File: src/rtl/rtr_credit_pkg.sv
// rtr_credit_pkg: shared constants and helpers for the router credit flag generator.
// Flag field layout: bit FLAG_CREDIT_AVAIL = count != 0, bit FLAG_ALL_FREE = count == buffer_size.
package rtr_credit_pkg;

    localparam int FLAG_CREDIT_AVAIL = 0;
    localparam int FLAG_ALL_FREE     = 1;
    localparam int FLAG_WIDTH        = 2;

    // Ceiling log2: number of bits needed to encode 'value' distinct states (0 for value <= 1).
    function automatic int clogb(input int value);
        int n;
        n = 0;
        for (int i = 0; i < 31; i++) begin
            if ((1 << i) < value) begin
                n = i + 1;
            end
        end
        return n;
    endfunction

    // Flag field index: port-major, then message class, then resource class.
    function automatic int field_index(input int op, input int mc, input int rc,
                                       input int numMc, input int numRc);
        return (op * numMc + mc) * numRc + rc;
    endfunction

endpackage

File: src/rtl/rtr_credit_counter.sv
// rtr_credit_counter: one saturating downstream-credit counter with flag decode.
// Optional sticky under/overflow error register when RTR_CREDIT_ERR_CHECK_EN is defined;
// otherwise o_error is tied low and no error state exists.
module rtr_credit_counter
    import rtr_credit_pkg::*;
#(
    parameter int BUFFER_SIZE = 8,
    parameter int CNT_WIDTH   = clogb(BUFFER_SIZE + 1)
) (
    input  logic                  clk,
    input  logic                  reset,
    input  logic                  i_inc,
    input  logic                  i_dec,
    input  logic                  i_pc_err,
    output logic [FLAG_WIDTH-1:0] o_flags,
    output logic                  o_error
);

    localparam logic [CNT_WIDTH-1:0] FULL = CNT_WIDTH'(BUFFER_SIZE);

    logic [CNT_WIDTH-1:0] r_count;
    logic [CNT_WIDTH-1:0] w_countNext;
    logic                 w_underflow;
    logic                 w_overflow;

    assign w_underflow = i_dec & ~i_inc & (r_count == '0);
    assign w_overflow  = i_inc & ~i_dec & (r_count == FULL);

    // Next count: simultaneous inc and dec cancel; saturate at 0 and at full.
    always_comb begin
        w_countNext = r_count;
        if (i_inc && !i_dec && (r_count != FULL)) begin
            w_countNext = r_count + 1'b1;
        end else if (i_dec && !i_inc && (r_count != '0)) begin
            w_countNext = r_count - 1'b1;
        end
    end

    // Counter register; reset restores a full set of credits and overrides any inc/dec.
    always_ff @(posedge clk) begin
        if (reset) begin
            r_count <= FULL;
        end else begin
            r_count <= w_countNext;
        end
    end

    assign o_flags[FLAG_CREDIT_AVAIL] = (r_count != '0);
    assign o_flags[FLAG_ALL_FREE]     = (r_count == FULL);

`ifdef RTR_CREDIT_ERR_CHECK_EN
    logic r_error;

    // Sticky error: set on underflow, overflow or a bad class index on this port; cleared only by reset.
    always_ff @(posedge clk) begin
        if (reset) begin
            r_error <= 1'b0;
        end else if (w_underflow || w_overflow || i_pc_err) begin
            r_error <= 1'b1;
        end
    end

    assign o_error = r_error;
`else
    logic w_unusedErrSources;

    assign w_unusedErrSources = w_underflow | w_overflow | i_pc_err;
    assign o_error            = 1'b0;
`endif

endmodule

File: src/rtl/rtr_credit_flags_gen.sv
// rtr_credit_flags_gen: per-(port, message class, resource class) credit tracker producing
// the packed two-bit flag vector for the allocator's flag-selection mux.
// Optional sticky error reporting is enabled with the RTR_CREDIT_ERR_CHECK_EN macro.
// An out-of-range returned class index changes no counter; with checking enabled it marks
// every packet class of that port as errored, since no single counter owns the bad index.
module rtr_credit_flags_gen
    import rtr_credit_pkg::*;
#(
    parameter int num_message_classes  = 2,
    parameter int num_resource_classes = 2,
    parameter int num_ports            = 5,
    parameter int buffer_size          = 8,
    parameter int num_packet_classes   = num_message_classes * num_resource_classes,
    parameter int cnt_width            = clogb(buffer_size + 1),
    parameter int pc_idx_width         = (clogb(num_packet_classes) < 1) ? 1 : clogb(num_packet_classes)
) (
    input  logic                                                   clk,
    input  logic                                                   reset,
    input  logic                                                   alloc_valid,
    input  logic [0:num_ports-1]                                   alloc_op,
    input  logic [0:num_message_classes-1]                         alloc_mc,
    input  logic [0:num_resource_classes-1]                        alloc_orc,
    input  logic [0:num_ports-1]                                   cred_valid_op,
    input  logic [0:num_ports*pc_idx_width-1]                      cred_pc_op,
    output logic [0:num_ports*num_packet_classes*FLAG_WIDTH-1]     flags_op_opc,
    output logic [0:num_ports*num_packet_classes-1]                error_op_opc
);

    for (genvar p = 0; p < num_ports; p++) begin : g_port
        logic [pc_idx_width-1:0] w_pcSel;
        logic                    w_pcBad;

        assign w_pcSel = cred_pc_op[p*pc_idx_width +: pc_idx_width];
        assign w_pcBad = cred_valid_op[p] & (int'(w_pcSel) >= num_packet_classes);

        for (genvar m = 0; m < num_message_classes; m++) begin : g_mc
            for (genvar r = 0; r < num_resource_classes; r++) begin : g_rc
                localparam int PC    = m * num_resource_classes + r;
                localparam int FIELD = field_index(p, m, r, num_message_classes, num_resource_classes);

                logic                  w_inc;
                logic                  w_dec;
                logic                  w_err;
                logic [FLAG_WIDTH-1:0] w_flags;

                assign w_inc = cred_valid_op[p] & (w_pcSel == pc_idx_width'(PC));
                assign w_dec = alloc_valid & alloc_op[p] & alloc_mc[m] & alloc_orc[r];

                rtr_credit_counter #(
                    .BUFFER_SIZE (buffer_size),
                    .CNT_WIDTH   (cnt_width)
                ) u_counter (
                    .clk      (clk),
                    .reset    (reset),
                    .i_inc    (w_inc),
                    .i_dec    (w_dec),
                    .i_pc_err (w_pcBad),
                    .o_flags  (w_flags),
                    .o_error  (w_err)
                );

                assign flags_op_opc[FIELD*FLAG_WIDTH + FLAG_CREDIT_AVAIL] = w_flags[FLAG_CREDIT_AVAIL];
                assign flags_op_opc[FIELD*FLAG_WIDTH + FLAG_ALL_FREE]     = w_flags[FLAG_ALL_FREE];
                assign error_op_opc[FIELD]                                = w_err;
            end
        end
    end

endmodule

File: config.mk
export PLATFORM = sky130hd
export DESIGN_NAME = rtr_credit_flags_gen
export DESIGN_NICKNAME = d
export VERILOG_FILES = /design/src/rtl/rtr_credit_pkg.sv /design/src/rtl/rtr_credit_counter.sv /design/src/rtl/rtr_credit_flags_gen.sv
export SDC_FILE = /design/constraint.sdc
export NUM_CORES = 1
export LEC_CHECK = 0
export BUFFER_PORTS_ARGS = -buffer_cell sky130_fd_sc_hd__buf_4
export CAP_MARGIN = 20
export CORE_UTILIZATION = 30
export DETAILED_ROUTE_END_ITERATION = 6
export SETUP_SLACK_MARGIN = 0.2
export SYNTH_ARGS = -nofsm -noshare
export SYNTH_HDL_FRONTEND = slang
export SYNTH_SLANG_ARGS = --single-unit
File: constraint.sdc
create_clock -name clk -period 3.3 [get_ports clk]
set_input_delay 0.99 -clock clk [delete_from_list [all_inputs] [get_ports clk]]
set_output_delay 0.99 -clock clk [all_outputs]
set_load 0.05 [all_outputs]
==> reports/qor.yml, run 1 <==
dieArea_sq_um: 20110
place_hpwl_microns: 8790
grt_use_total_pct: 12.57
ioPinCount: 87
postRouteAntennaNets: 0
report.final.slew_viol_count: 0
largest_reg_flops: 80
drt-total-wl_microns: 11740
clock_latency_ns: 0.34
rows: 50
ys_seq_area_share_pct: 27.32
status: "complete, no violations"
grt_overflow_total: 0
synth-main-ff-cell: "dfxtp_1"
post-route-period-util_pct: 83.84
rr_worst_depth: 9
power_density_nw_per_um2: 450.4
core_sq_um: 18960
synth_edf_count: 0
tightest_slew_ns: 0.8643
critPathLaunchType: "input pin"
htree_levels: 3
yosys-top-cells-count: "80 x dfxtp_1, 60 x nor2_1, 59 x xor2_1, 40 x ha_1"
final_cells: 933
route.vias.total: 4337
ys_ff_latch: 80
synth_top_area_share_pct: 27.32
crit_fanout: 4
critPathRequiredTime_ns: 3.53
reg2reg_slack_ns: 0.95
synth_top_area_cell: "dfxtp_1"
fmax_mhz: 361.5
cts_buffers: 9
setup_viol: 0
period_minus_slack_ns: 2.767
drc: 0
grt_setup_unrepaired: "false"
wl_per_cell_microns: 12.58
drive_above_1_share_pct: 25.30
clkTransAtPathRegs_ns: 0.06
cts.sinks: 80
hold_depth: 2
die_x_microns: 141.8
grt_pass1_wl_microns: 19850
leakagePower_nw: 3.075
post_cts_buffers: 0
worstPathArrival_ns: 3.00
viasPerCell: 4.648
syn_inst: 600
holdBufCountCts: 0
cts_buffer_depth: 2
timing.max_cap.violations: 0
finalNetCount: 755
synth_area_sq_um: 5863
dr.pass1.iters: 4
critical_path_class: "input pin to flop"
ir_worst_vdd_v: 0.0002518
synthTopCellsByArea: "dfxtp_1 27%, xor2_1 8.8%, ha_1 8.5%, fa_1 6.8%, mux2i_1 6.7%"
grt_start_max_net_pins: 81
top_regs: "g_port.g_mc.g_rc.u_counter.r_count x80"
fillers: 1946
dp_cells: 917
root_buffer: "clkbuf_16"
top_register: "g_port.g_mc.g_rc.u_counter.r_count"
skew_ns: 0.003596
port_buffers: 66
cts_resized: 0
slew_headroom_pct: 42.38
endpoint_kind: "flop"
hold_viol: 0
synthMostInstantiatedCell: "dfxtp_1"
tritoncts: "done"
initial_core_util_pct: 30.93
synthToLayoutAreaGrowth_pct: 19.68
synth.avg_cell_area_sq_um: 9.772
async_flop_share_pct: 0
yosysWarningCount: 0
die_h_microns: 141.8
hold_path.class: "flop to flop"
yosys.cell_types.count: 40
globalplace.congestion: 0.7645
antenna_found_initial: 1
drt_iter0_markers: 106
grt_pass1_vias: 4053
fin_tns_setup_ns: 0
-- metrics by stage --
step | power, W | hold WS (ns) | cell area, sq um | utilization (%) | worst slack (ns)
6_report | 0.003161 | 0.5174 | 7017 | 37.02 | 0.5334
3_3_place_gp | 0.002131 | 0.5009 | 6706 | 35.38 | 0.2039
4_1_cts | 0.003225 | 0.5229 | 7014 | 37.00 | 0.5349
2_1_floorplan | 0.001920 | 0.4779 | 6047 | - | 0.2180
3_5_place_dp | 0.002136 | 0.5058 | 6706 | 35.38 | 0.1562
5_1_grt | 0.003363 | 0.5401 | 7014 | 37.00 | 0.3795
-- cell families (layout without fill, tap and decap cells) --
group | after synthesis | in the layout | share of synthesized area [%]
xor+xnor | 59 | 59 | 8.814
mux | 40 | 40 | 7.042
compound gates | 44 | 44 | 4.930
simple gates | 261 | 261 | 31.54
buf+inv | 55 | 108 | 4.929
other cells | 1 | 21 | 0.06396
fa+ha+maj | 60 | 60 | 15.36
flops | 80 | 80 | 27.32
-- worst max-delay path: stages --
cell and delay, ns:
buf_4 0.12, or3b_1 0.43, nor3_4 0.14, inv_1 0.10, ha_1 0.27, a21o_1 0.17
a21oi_1 0.28, mux2i_4 0.28, xor2_1 0.15, nand2b_1 0.06
-- final timing paths --
check,to,start
worst max-delay path,g_port[3].g_mc[0].g_rc[0].u_counter.r_count[3],cred_pc_op[6]
worst min-delay path,g_port[3].g_mc[1].g_rc[0].u_counter.r_count[3],g_port[3].g_mc[1].g_rc[0].u_counter.r_count[3]
worst max register to register,g_port[2].g_mc[1].g_rc[0].u_counter.r_count[3],g_port[2].g_mc[1].g_rc[0].u_counter.r_count[0]
worst min register to register,g_port[3].g_mc[1].g_rc[0].u_counter.r_count[3],g_port[3].g_mc[1].g_rc[0].u_counter.r_count[3]
-- routing by layer --
| metal | global-route usage [%] | wire, microns | up-vias |
|---|---|---|---|
| li1 | - | - | 2244 |
| met4 | 3.056 | 102 | 0 |
| met1 | 16.11 | 5766 | 2021 |
| met3 | 4.016 | 517 | 5 |
| met5 | 0 | 0 | - |
| met2 | 20.40 | 5349 | 67 |
-- area by class of cell --
class                   instances  area, sq um  share of cell area (%)
clock inverters                 2        37.54                  0.5350
diodes                          1        2.502                 0.03566
inverters                      20        75.07                   1.070
clock buffers                  13        270.3                   3.852
repair buffers                 73        548.0                   7.810
multi-input cells             484         4156                   59.24
well taps                     260        325.3                   4.636
flip-flops and latches         80         1602                   22.82
-- report_power, final --
part | switching (W) | total [W] | internal, W | leakage (nW)
sequential | 0.0000952 | 0.00113 | 0.00103 | 0.652
clock | 0.000410 | 0.00105 | 0.000645 | 0.148
combinational | 0.000585 | 0.000980 | 0.000394 | 2.28
total | 0.00109 | 0.00316 | 0.00207 | 3.08
-- placed cells by master, fill, tap and decap left out, types with 2 or more instances in the layout --
cell / synthesis / routed
dfxtp_1: 80 / 80
buf_4: 20 / 73
nor2_1: 60 / 60
xor2_1: 59 / 59
ha_1: 40 / 40
nor3_1: 39 / 39
mux2i_1: 39 / 39
and3b_1: 24 / 24
inv_1: 20 / 20
nand2b_1: 20 / 20
a21oi_1: 20 / 20
fa_1: 20 / 20
conb_1: 1 / 20
nor4b_2: 1 / 19
nand4_1: 19 / 19
or4_4: 19 / 19
a21o_1: 16 / 16
nor2_4: 15 / 15
nor3b_2: 14 / 14
clkbuf_16: 0 / 9
nor3b_1: 8 / 8
nand3_1: 5 / 5
and3b_4: 4 / 4
nor2_2: 4 / 4
a21o_2: 4 / 4
nand2_1: 3 / 3
clkbuf_8: 0 / 3
and4_1: 2 / 2
and3_1: 2 / 2
Note: power is estimated with default switching activity, not from simulation.
==> inputs of run 2 (changes only) <==
Settings changed: ABC_AREA set to 1.
Clock period 3.3 ns to 2.5 ns, I/O delays scaled along.
==> run 2 against run 1 <==
Against the previous run: power grew 33%; highest routed layer unchanged; first-iteration DRC count grew to 3.3 times the previous value; area after synthesis grew 7.6%; critical path depth shrank 6; cell count grew 41%; worst setup slack lost 0.14 ns; count of clock-buffer cells in the layout shrank 1; sequential power grew 29%; design area grew 5.5%; combinational power grew 50%.
==> reports/qor.yml, run 2 <==
status: "complete, no violations"
die_h_microns: 147.0  # +3.7%
synth.avg_cell_area_sq_um: 6.523  # -33%
fmax_mhz: 474.8
cts_buffers: 9  # unchanged
grt_use_total_pct: 14.55  # +2.0 points
cts.sinks: 80  # unchanged
ioPinCount: 87  # unchanged
grt_setup_unrepaired: "false"
fin_ws_ns: 0.3938  # -0.1396 ns
critical_path_class: "flop to output port"
timing.max_cap.violations: 0  # unchanged
whs_ns: 0.4906  # -0.02687 ns
fillers: 2217  # +14%
antenna_found_initial: 0  # -1
post-route-period-util_pct: 84.25
yosys-top-cells-count: "188 x nand2_1, 163 x nor2_1, 143 x inv_1, 103 x nand3_1, 80 x dfxtp_1"
leakagePower_nw: 3.612  # +17%
drt_iter0_markers: 347  # +230%
yosys.cell_types.count: 23  # -43%
ys_seq_area_share_pct: 25.39  # -1.9 points
wl_per_cell_microns: 11.51  # -8.5%
critPathLaunchType: "flop"
grt_pass1_wl_microns: 25540  # +29%
dr.pass1.iters: 5  # +1
synthMostInstantiatedCell: "nand2_1"
fin_tns_setup_ns: 0  # unchanged
cts_buffer_depth: 2  # unchanged
rr_startpoint: "g_port[4].g_mc[0].g_rc[1].u_counter.r_count[0]"
root_buffer: "clkbuf_16"
initial_core_util_pct: 30.87  # -0.057 points
synth-main-ff-cell: "dfxtp_1"
critPathRequiredTime_ns: 1.75  # -1.78 ns
cp_slowest_cell: "dfxtp_1"
power_density_nw_per_um2: 567.4  # +26%
place_ws_ns: 0.04297  # -0.1133 ns
crit_fanout: 5  # +1
route.vias.total: 5996  # +38%
drc: 0  # unchanged
top_regs: "g_port.g_mc.g_rc.u_counter.r_count x80"
dieArea_sq_um: 21610  # +7.5%
htree_levels: 3  # unchanged
synthToLayoutAreaGrowth_pct: 17.34
rows: 52  # +4.0%
rr_worst_depth: 12  # +3
drt-total-wl_microns: 15200  # +30%
regToRegEndpoint: "g_port[4].g_mc[0].g_rc[1].u_counter.r_count[3]"
finalNetCount: 1133  # +50%
largest_reg_flops: 80  # unchanged
final_common_cell: "nand2_1"
hold_viol: 0  # unchanged
skew_ns: 0.006725  # +0.003129 ns
report.final.slew_viol_count: 0  # unchanged
cpPeakStageDelay_ns: 0.36  # -0.07 ns
synthTopCellsByArea: "dfxtp_1 25%, nand2_1 11%, nor2_1 9.7%, inv_1 8.5%, nand3_1 8.2%"
place_hpwl_microns: 11580  # +32%
tritoncts: "done"
drive_above_1_share_pct: 12.76  # -13 points
grt_start_max_net_pins: 50  # -38%
synth_top_area_share_pct: 25.39  # -1.9 points
path_buf_inv: 2  # unchanged
synth_edf_count: 0  # unchanged
synth_area_sq_um: 6307  # +7.6%
grt_overflow_total: 0  # unchanged
hold_path.class: "flop to flop"
holdPathEnd: "g_port[2].g_mc[1].g_rc[0].u_counter.r_count[3]"
hp-start: "g_port[2].g_mc[1].g_rc[0].u_counter.r_count[3]"
endpoint_kind: "output port"
globalplace.congestion: 0.7906  # +3.4%
seq_area_sq_um: 1602  # unchanged
multiInputGateArea_sq_um: 4000  # -3.8%
path_delay_family: "flip-flops"
setup_viol: 0  # unchanged
cts_resized: 0  # unchanged
period_minus_slack_ns: 2.106
worstPathArrival_ns: 1.36  # -1.64 ns
syn_inst: 967  # +61%
postRouteAntennaNets: 0  # unchanged
ys_ff_latch: 80  # unchanged
async_flop_share_pct: 0  # unchanged
hold_depth: 2  # unchanged
holdBufCountCts: 0  # unchanged
port_buffers: 66  # unchanged
viasPerCell: 4.542  # -2.3%
crit_chain: "nor2_1, nand2_1, inv_1, buf_4"
ir_worst_vdd_v: 0.0002313  # -8.1%
top_register: "g_port.g_mc.g_rc.u_counter.r_count"
post_cts_buffers: 0  # unchanged
clkTransAtPathRegs_ns: 0.06  # about the same
core_sq_um: 20430  # +7.8%
clock_latency_ns: 0.35  # about the same
reg2reg_slack_ns: 0.55  # -0.40 ns
yosysWarningCount: 0  # unchanged
mostFrequentLayoutCells: "188 x nand2_1, 163 x nor2_1, 143 x inv_1"
grt_pass1_vias: 5429  # +34%
die_x_microns: 147.0  # +3.7%
synth_top_area_cell: "dfxtp_1"
antenna_cells: 0  # -1
run 2: how the worst max path moves through the flow:
stage / to / cells past startpoint / from
6_report: flags_op_opc[31] / 4 / g_port[3].g_mc[1].g_rc[1].u_counter.r_count[0]
5_1_grt: g_port[2].g_mc[0].g_rc[0].u_counter.r_count[3] / 14 / cred_pc_op[5]
4_1_cts: flags_op_opc[31] / 4 / g_port[3].g_mc[1].g_rc[1].u_counter.r_count[0]
3_5_place_dp: g_port[2].g_mc[0].g_rc[0].u_counter.r_count[3] / 12 / alloc_valid
3_3_place_gp: g_port[2].g_mc[0].g_rc[0].u_counter.r_count[3] / 12 / alloc_valid
2_1_floorplan: g_port[1].g_mc[0].g_rc[0].u_counter.r_count[3] / 13 / alloc_orc[0]
run 2: metal layers:
layer,wire length (microns),up-vias,global-route usage (%)
li1,-,3219,-
met2,7060,100,24.57
met5,0,-,0
met3,680,15,2.484
met1,7162,2662,18.47
met4,294,0,5.567
run 2: final cells by class:
type                            instances  area share, %
Multi-Input combinational cell        726          54.05
Clock inverter                          3         0.2367
Sequential cell                        80          21.64
Timing Repair Buffer                   84          8.690
Clock buffer                           12          3.466
Tap cell                              270          4.565
Inverter                              145          7.354
run 2: kinds of logic (layout without fill, tap and decap cells):
group | count (synthesis) | in the layout | share of synthesized area (%)
other | 1 | 20 | 0.05945
AOI/OAI and AO/OA | 95 | 95 | 7.578
and+or+nand+nor | 531 | 531 | 37.59
DFF | 80 | 80 | 25.39
xor gates and xnor gates | 20 | 20 | 2.777
buffers and inverters | 180 | 244 | 12.32
adders and majority gates | 60 | 60 | 14.28
run 2: power breakdown:
group | total (W) | switching (W) | internal [W]
registers | 0.00146 | 0.000102 | 0.00136
logic | 0.00147 | 0.00101 | 0.000466
clock network | 0.00126 | 0.000544 | 0.000719
run 2: worst min-delay path, stage by stage, from the launching register on:
cell     delay, ns
dfxtp_1       0.32
nand2_1       0.06
nand3_1       0.06
run 2: through the flow:
stage / instances / util, % / power [W] / area (sq um)
after global placement: 1305 / 34.88 / 0.002955 / 7127
after CTS: 1320 / 36.23 / 0.004252 / 7401
after detailed placement: 1305 / 34.88 / 0.002973 / 7127
final: 1320 / 36.23 / 0.004200 / 7401
after global routing: 1320 / 36.23 / 0.004474 / 7401
after floorplan: 986 / - / 0.002605 / 6379
